[src/rtl/sb_compare_ctrl.sv]
// In-order scoreboard controller: buffers expected beats in a FIFO, compares each actual beat
// against the FIFO head, keeps pass/fail/missing counts and sequences IDLE/RUN/DRAIN/DONE.
module sb_compare_ctrl #(
  parameter int DATA_W  = 8,
  parameter int DEPTH   = 16,
  parameter int CNT_W   = 16,
  parameter int TIMEOUT = 64
) (
  input  logic                       clk_i,
  input  logic                       rst_i,
  input  logic                       start_i,
  input  logic                       end_test_i,
  input  logic                       exp_valid_i,
  output logic                       exp_ready_o,
  input  logic [DATA_W-1:0]          exp_data_i,
  input  logic                       act_valid_i,
  output logic                       act_ready_o,
  input  logic [DATA_W-1:0]          act_data_i,
  output logic [$clog2(DEPTH+1)-1:0] level_o,
  output logic                       busy_o,
  output logic                       done_o,
  output logic [CNT_W-1:0]           pass_cnt_o,
  output logic [CNT_W-1:0]           fail_cnt_o,
  output logic [CNT_W-1:0]           missing_cnt_o,
  output logic                       mismatch_o,
  output logic [DATA_W-1:0]          mis_exp_o,
  output logic [DATA_W-1:0]          mis_act_o,
  output logic                       timeout_err_o,
  output logic                       result_pass_o
);
  localparam int LW = $clog2(DEPTH+1);
  localparam int PW = $clog2(DEPTH);
  localparam int WW = $clog2(TIMEOUT);
  localparam logic [LW-1:0] FULL_LVL = LW'(DEPTH);
  localparam logic [WW-1:0] WD_LAST  = WW'(TIMEOUT-1);

  // IDLE: wait start | RUN: accept exp+act | DRAIN: act only, watchdog armed | DONE: verdict held
  typedef enum logic [1:0] {S_IDLE, S_RUN, S_DRAIN, S_DONE} state_t;

  state_t            state_q;
  logic [DATA_W-1:0] mem_q [DEPTH];
  logic [PW-1:0]     wr_ptr_q, rd_ptr_q;
  logic [LW-1:0]     level_q;
  logic [WW-1:0]     wd_q;
  logic [CNT_W-1:0]  pass_q, fail_q, missing_q;
  logic              mismatch_q, timeout_q;
  logic [DATA_W-1:0] mis_exp_q, mis_act_q;
  logic              push, pop, head_eq;

  assign exp_ready_o = (state_q == S_RUN) && (level_q != FULL_LVL);
  assign act_ready_o = ((state_q == S_RUN) || (state_q == S_DRAIN)) && (level_q != '0);
  assign push        = exp_valid_i && exp_ready_o;
  assign pop         = act_valid_i && act_ready_o;
  assign head_eq     = (mem_q[rd_ptr_q] == act_data_i);

  assign level_o       = level_q;
  assign busy_o        = (state_q == S_RUN) || (state_q == S_DRAIN);
  assign done_o        = (state_q == S_DONE);
  assign pass_cnt_o    = pass_q;
  assign fail_cnt_o    = fail_q;
  assign missing_cnt_o = missing_q;
  assign mismatch_o    = mismatch_q;
  assign mis_exp_o     = mis_exp_q;
  assign mis_act_o     = mis_act_q;
  assign timeout_err_o = timeout_q;
  assign result_pass_o = done_o && (fail_q == '0) && !timeout_q;

  always_ff @(posedge clk_i) begin
    if (push) mem_q[wr_ptr_q] <= exp_data_i;
  end

  always_ff @(posedge clk_i or posedge rst_i) begin
    if (rst_i) begin
      state_q    <= S_IDLE;
      wr_ptr_q   <= '0;
      rd_ptr_q   <= '0;
      level_q    <= '0;
      wd_q       <= '0;
      pass_q     <= '0;
      fail_q     <= '0;
      missing_q  <= '0;
      mismatch_q <= 1'b0;
      timeout_q  <= 1'b0;
      mis_exp_q  <= '0;
      mis_act_q  <= '0;
    end else begin
      mismatch_q <= 1'b0;
      if (push) wr_ptr_q <= wr_ptr_q + 1'b1;
      if (pop) begin
        rd_ptr_q <= rd_ptr_q + 1'b1;
        if (head_eq) begin
          if (pass_q != '1) pass_q <= pass_q + 1'b1;
        end else begin
          if (fail_q != '1) fail_q <= fail_q + 1'b1;
          mismatch_q <= 1'b1;
          mis_exp_q  <= mem_q[rd_ptr_q];
          mis_act_q  <= act_data_i;
        end
      end
      if (push && !pop)      level_q <= level_q + 1'b1;
      else if (pop && !push) level_q <= level_q - 1'b1;

      case (state_q)
        S_IDLE, S_DONE: begin
          if (start_i) begin
            state_q   <= S_RUN;
            wr_ptr_q  <= '0;
            rd_ptr_q  <= '0;
            level_q   <= '0;
            pass_q    <= '0;
            fail_q    <= '0;
            missing_q <= '0;
            timeout_q <= 1'b0;
            mis_exp_q <= '0;
            mis_act_q <= '0;
          end
        end
        S_RUN: begin
          if (end_test_i) begin
            state_q <= S_DRAIN;
            wd_q    <= '0;
          end
        end
        S_DRAIN: begin
          if (level_q == '0) begin
            state_q <= S_DONE;
          end else if (pop) begin
            wd_q <= '0;
          end else if (wd_q == WD_LAST) begin
            // abort: unmatched expected entries are counted and discarded
            state_q   <= S_DONE;
            timeout_q <= 1'b1;
            missing_q <= CNT_W'(level_q);
            wr_ptr_q  <= '0;
            rd_ptr_q  <= '0;
            level_q   <= '0;
          end else begin
            wd_q <= wd_q + 1'b1;
          end
        end
        default: state_q <= S_IDLE;
      endcase
    end
  end
endmodule

[config.mk]
export PLATFORM = sky130hd
export DESIGN_NAME = sb_compare_ctrl
export DESIGN_NICKNAME = d
export VERILOG_FILES = /design/src/rtl/sb_compare_ctrl.sv
export SDC_FILE = /design/constraint.sdc
export NUM_CORES = 1
export LEC_CHECK = 0
export ABC_CLOCK_PERIOD_IN_PS = 2700
export CAP_MARGIN = 10
export CORE_AREA = 4 4 135 150
export DETAILED_ROUTE_END_ITERATION = 7
export DIE_AREA = 0 0 139 154
export PLACE_DENSITY = 0.76
export SYNTH_ARGS = -nofsm -noshare
export SYNTH_HDL_FRONTEND = slang
export SYNTH_SLANG_ARGS = --single-unit
[constraint.sdc]
create_clock -name clk_i -period 2.7 [get_ports clk_i]
set_clock_uncertainty 0.15 [all_clocks]
set_input_delay 0.27 -clock clk_i [delete_from_list [all_inputs] [get_ports clk_i]]
set_output_delay 0.27 -clock clk_i [all_outputs]
set_load 0.01 [all_outputs]
==> impl_metrics.ini <==
[finish]
layout-drive-gt1-share_pct = 25.1
post-route-util_pct = 67.0
area_growth_pct = 31.6
fill_cells = 1332
antenna_cells = 0
multi_input_area_um2 = 3880
regArea_um2 = 5750
layout.nets = 990

[synth]
yosysTopAreaCell = edfxtp_1
synth_compound_area_share_pct = 9.34
synth_top_family_by_area = simple AND/OR/NAND/NOR gates
yosysMostFrequentCell = edfxtp_1
yosys.area_share.simple_pct = 14.4
synth.distinct_cells = 68
async_flop_share_pct = 37.3
synth_area_leaders = edfxtp_1 40%, dfrtp_1 20%, mux2i_1 4.8%
syn_area_um2 = 9580
synth-seq-cells = 204
synth_mux_area_share_pct = 8.80
synthAdderAreaFrac_pct = 1.96
netlist.area_leader.share_pct = 40.1
seq_area_frac_synth_pct = 60.0
netlist_top_cells_count = 128 x edfxtp_1, 78 x nand2_1, 76 x dfrtp_1, 50 x nor2_1, 46 x mux2i_1
ys_dominant_reg_cell = edfxtp_1
avgSynthCellArea_um2 = 12.5
ys_warn_count = 0
synthCells = 765
synth_xor_area_share_pct = 1.46
synth_edf_count = 128

[global_route]
grt_overflow = 0
grt_use_total_pct = 21.4
grt_max_degree = 45
grt_pass1_wl_um = 37200
grt_pass1_vias = 6907
antenna_found_initial = 0

[worst_hold_path]
worstHoldEndpoint = mis_act_o[1]
min_path_type = in -> reg
holdPathStages = 3
hp-start = act_data_i[1]

[sta]
layout_setup_ws_ns = -0.414
final.period_utilization_pct = 115
worst_pin_slew_ns = 0.691
rsz0062_at_grt = yes
maxSlewHeadroom_pct = 53.8
timing.fmax_mhz = 321
hold_viol_final = 0
fin_crit_ns = 3.11
setup_viol = 49
drv_slew = 0

[setup_path]
critical_path_arrival_ns = 3.36
end_kind = flip-flop
timing.rr.start = rd_ptr_q[2]
r2r_cells = 12
start_kind = flip-flop
rr_endpoint = pass_cnt_o[14]
cp_max_fo = 6
worstPathRequired_ns = 2.95
slowest_delay_ns = 0.51
cpMostUsedCell = buf_6
worstPathCellList = buf_12 > buf_8 > mux4_2 > mux2i_2 > o211ai_1 > xnor2_2 > o2111ai_4 > buf_6 > nor3_4 > buf_6 > a31oi_1 > a211oi_1
critPathSlowestCell = mux4_2
worstSetupPathType = reg -> reg
rrSetupSlack_ns = -0.41

[clock_tree]
htree_levels = 1
cts.sinks = 204
numCtsBuffers = 22
clock_latency_ns = 0.52
clk_path_buf_depth = 3
clkTransAtPathRegs_ns = 0.06
clockRootBuffer = clkbuf_16
cts_tree = built

[power_and_ir_drop]
switching_share_pct = 32.0
p_int_w = 0.00665
ir_worst_vdd_mv = 0.557
p_clk_share_pct = 30.2
power.density_nw_per_um2 = 776
combPwrFrac_pct = 31.6
p_leak_nw = 4.81
switching_power_w = 0.00313
power_frac_seq_pct = 38.2

[die]
initial_core_util_pct = 50.9
die_h_um = 154
die_area_um2 = 21400
io_pins = 98
die_width_um = 139
coreArea_um2 = 18800
rows = 53

[route]
drc = 0
vias_per_cell = 5.84
first_pass_iters = 5
drtIter0Drc = 588
vias = 7096
wl_um = 23900
wl_per_cell_um = 19.6
ant_nets = 0

[placed_design]
io_buffers = 86
place_hpwl_um = 16300
dp_slack_ns = -0.475
gp_congestion = 0.886

[outcome]
violations = setup timing
status = complete, but fails checks

[run]
drv_cap = 0
[layer usage]
| layer | vias to the layer above | routed length (µm) | GRT usage [%] |
|---|---|---|---|
| li1 | 3268 | - | - |
| met1 | 3514 | 9440 | 27.6 |
| met2 | 265 | 12300 | 38.0 |
| met3 | 49 | 1480 | 3.39 |
| met4 | 0 | 621 | 5.78 |
| met5 | - | 0 | 0 |
[cells by family (layout without fill, tap and decap cells)]
kind of cell	Yosys count	after routing
compound gates	120	120
simple gates	273	273
buf+inv	72	266
fa+ha+maj	15	15
flops	204	204
other cells	1	11
mux	64	64
xor+xnor	16	16
[cell usage in the layout, fill, tap and decap left out, drive strengths merged, types with 18 or more instances in the layout]
cell,n
buf,119
clkbuf,27
clkdlybuf4s50,84
dfrtp,76
edfxtp,128
inv,19
mux2i,46
nand2,78
nand3,40
nand4,18
nor2,50
nor3,18
o21ai,21
[sequential cells by signal, indices dropped and copies added, names as in the netlist]
signal         cells
fail_cnt_o        16
level_o            5
mem_q            128
mis_exp_o          8
rd_ptr_q           4
wd_q               6
mis_act_o          8
pass_cnt_o        16
mismatch_o         1
timeout_err_o      1
wr_ptr_q           4
missing_cnt_o      5
state_q            2
[critical path, delay by kind of cell, from the launching register on]
kind	cells	cell delay (ns)
xor gates and xnor gates	1	0.27
DFF	1	0.41
AOI/OAI and AO/OA	4	0.71
muxes	2	0.69
buffers and inverters	4	0.60
and+or+nand+nor	1	0.16
[worst max-delay path by stage]
stage / slack (ns) / start / depth (start not counted) / endpoint
after floorplan: -0.12 / rd_ptr_q[2] / 11 / fail_cnt_o[3]
after global placement: -0.45 / rd_ptr_q[2] / 13 / fail_cnt_o[11]
after detailed placement: -0.47 / rd_ptr_q[2] / 13 / fail_cnt_o[11]
after CTS: -0.39 / rd_ptr_q[2] / 14 / fail_cnt_o[11]
after global routing: -0.60 / rd_ptr_q[2] / 12 / pass_cnt_o[14]
final: -0.41 / rd_ptr_q[2] / 12 / pass_cnt_o[14]
[repair_timing]
item | in CTS | in global routing
hold endpoints to repair | 2 | 0
hold buffers | 1 | 0
pin swaps | 8 | 22
gates cloned | 0 | 1
setup endpoints to repair | 51 | 70
setup buffers | 6 | 12
gates resized for setup | 27 | 46
[through the flow]
step           power (W)  instances  setup TNS [ns]  instance area, µm²  hold slack, ns
2_1_floorplan    0.00541        775           -1.94                9730           0.219
3_3_place_gp     0.00661       1157          -15.53               11400           0.313
3_5_place_dp     0.00668       1157          -17.77               11400           0.329
4_1_cts          0.00970       1204          -14.44               12300           0.238
5_1_grt           0.0103       1216          -24.45               12600           0.272
6_report         0.00979       1216          -15.88               12600           0.267
[cell type report]
class                           instances  area share, %
Inverter                               20          0.605
Multi-Input combinational cell        499           30.8
Timing Repair Buffer                  206           15.0
Clock inverter                         13           1.03
Tap cell                              247           2.45
Sequential cell                       204           45.6
Clock buffer                           27           4.59
[power by group through the flow]
| stage | clock network, W | logic [W] | registers, W |
|---|---|---|---|
| global placement | 0 | 0.00283 | 0.00378 |
| CTS | 0.00300 | 0.00296 | 0.00373 |
| floorplan | 0 | 0.00157 | 0.00384 |
| finish | 0.00295 | 0.00310 | 0.00374 |
| detailed placement | 0 | 0.00288 | 0.00379 |
| global route | 0.00313 | 0.00337 | 0.00376 |
Note: power is estimated with default switching activity, not from simulation.
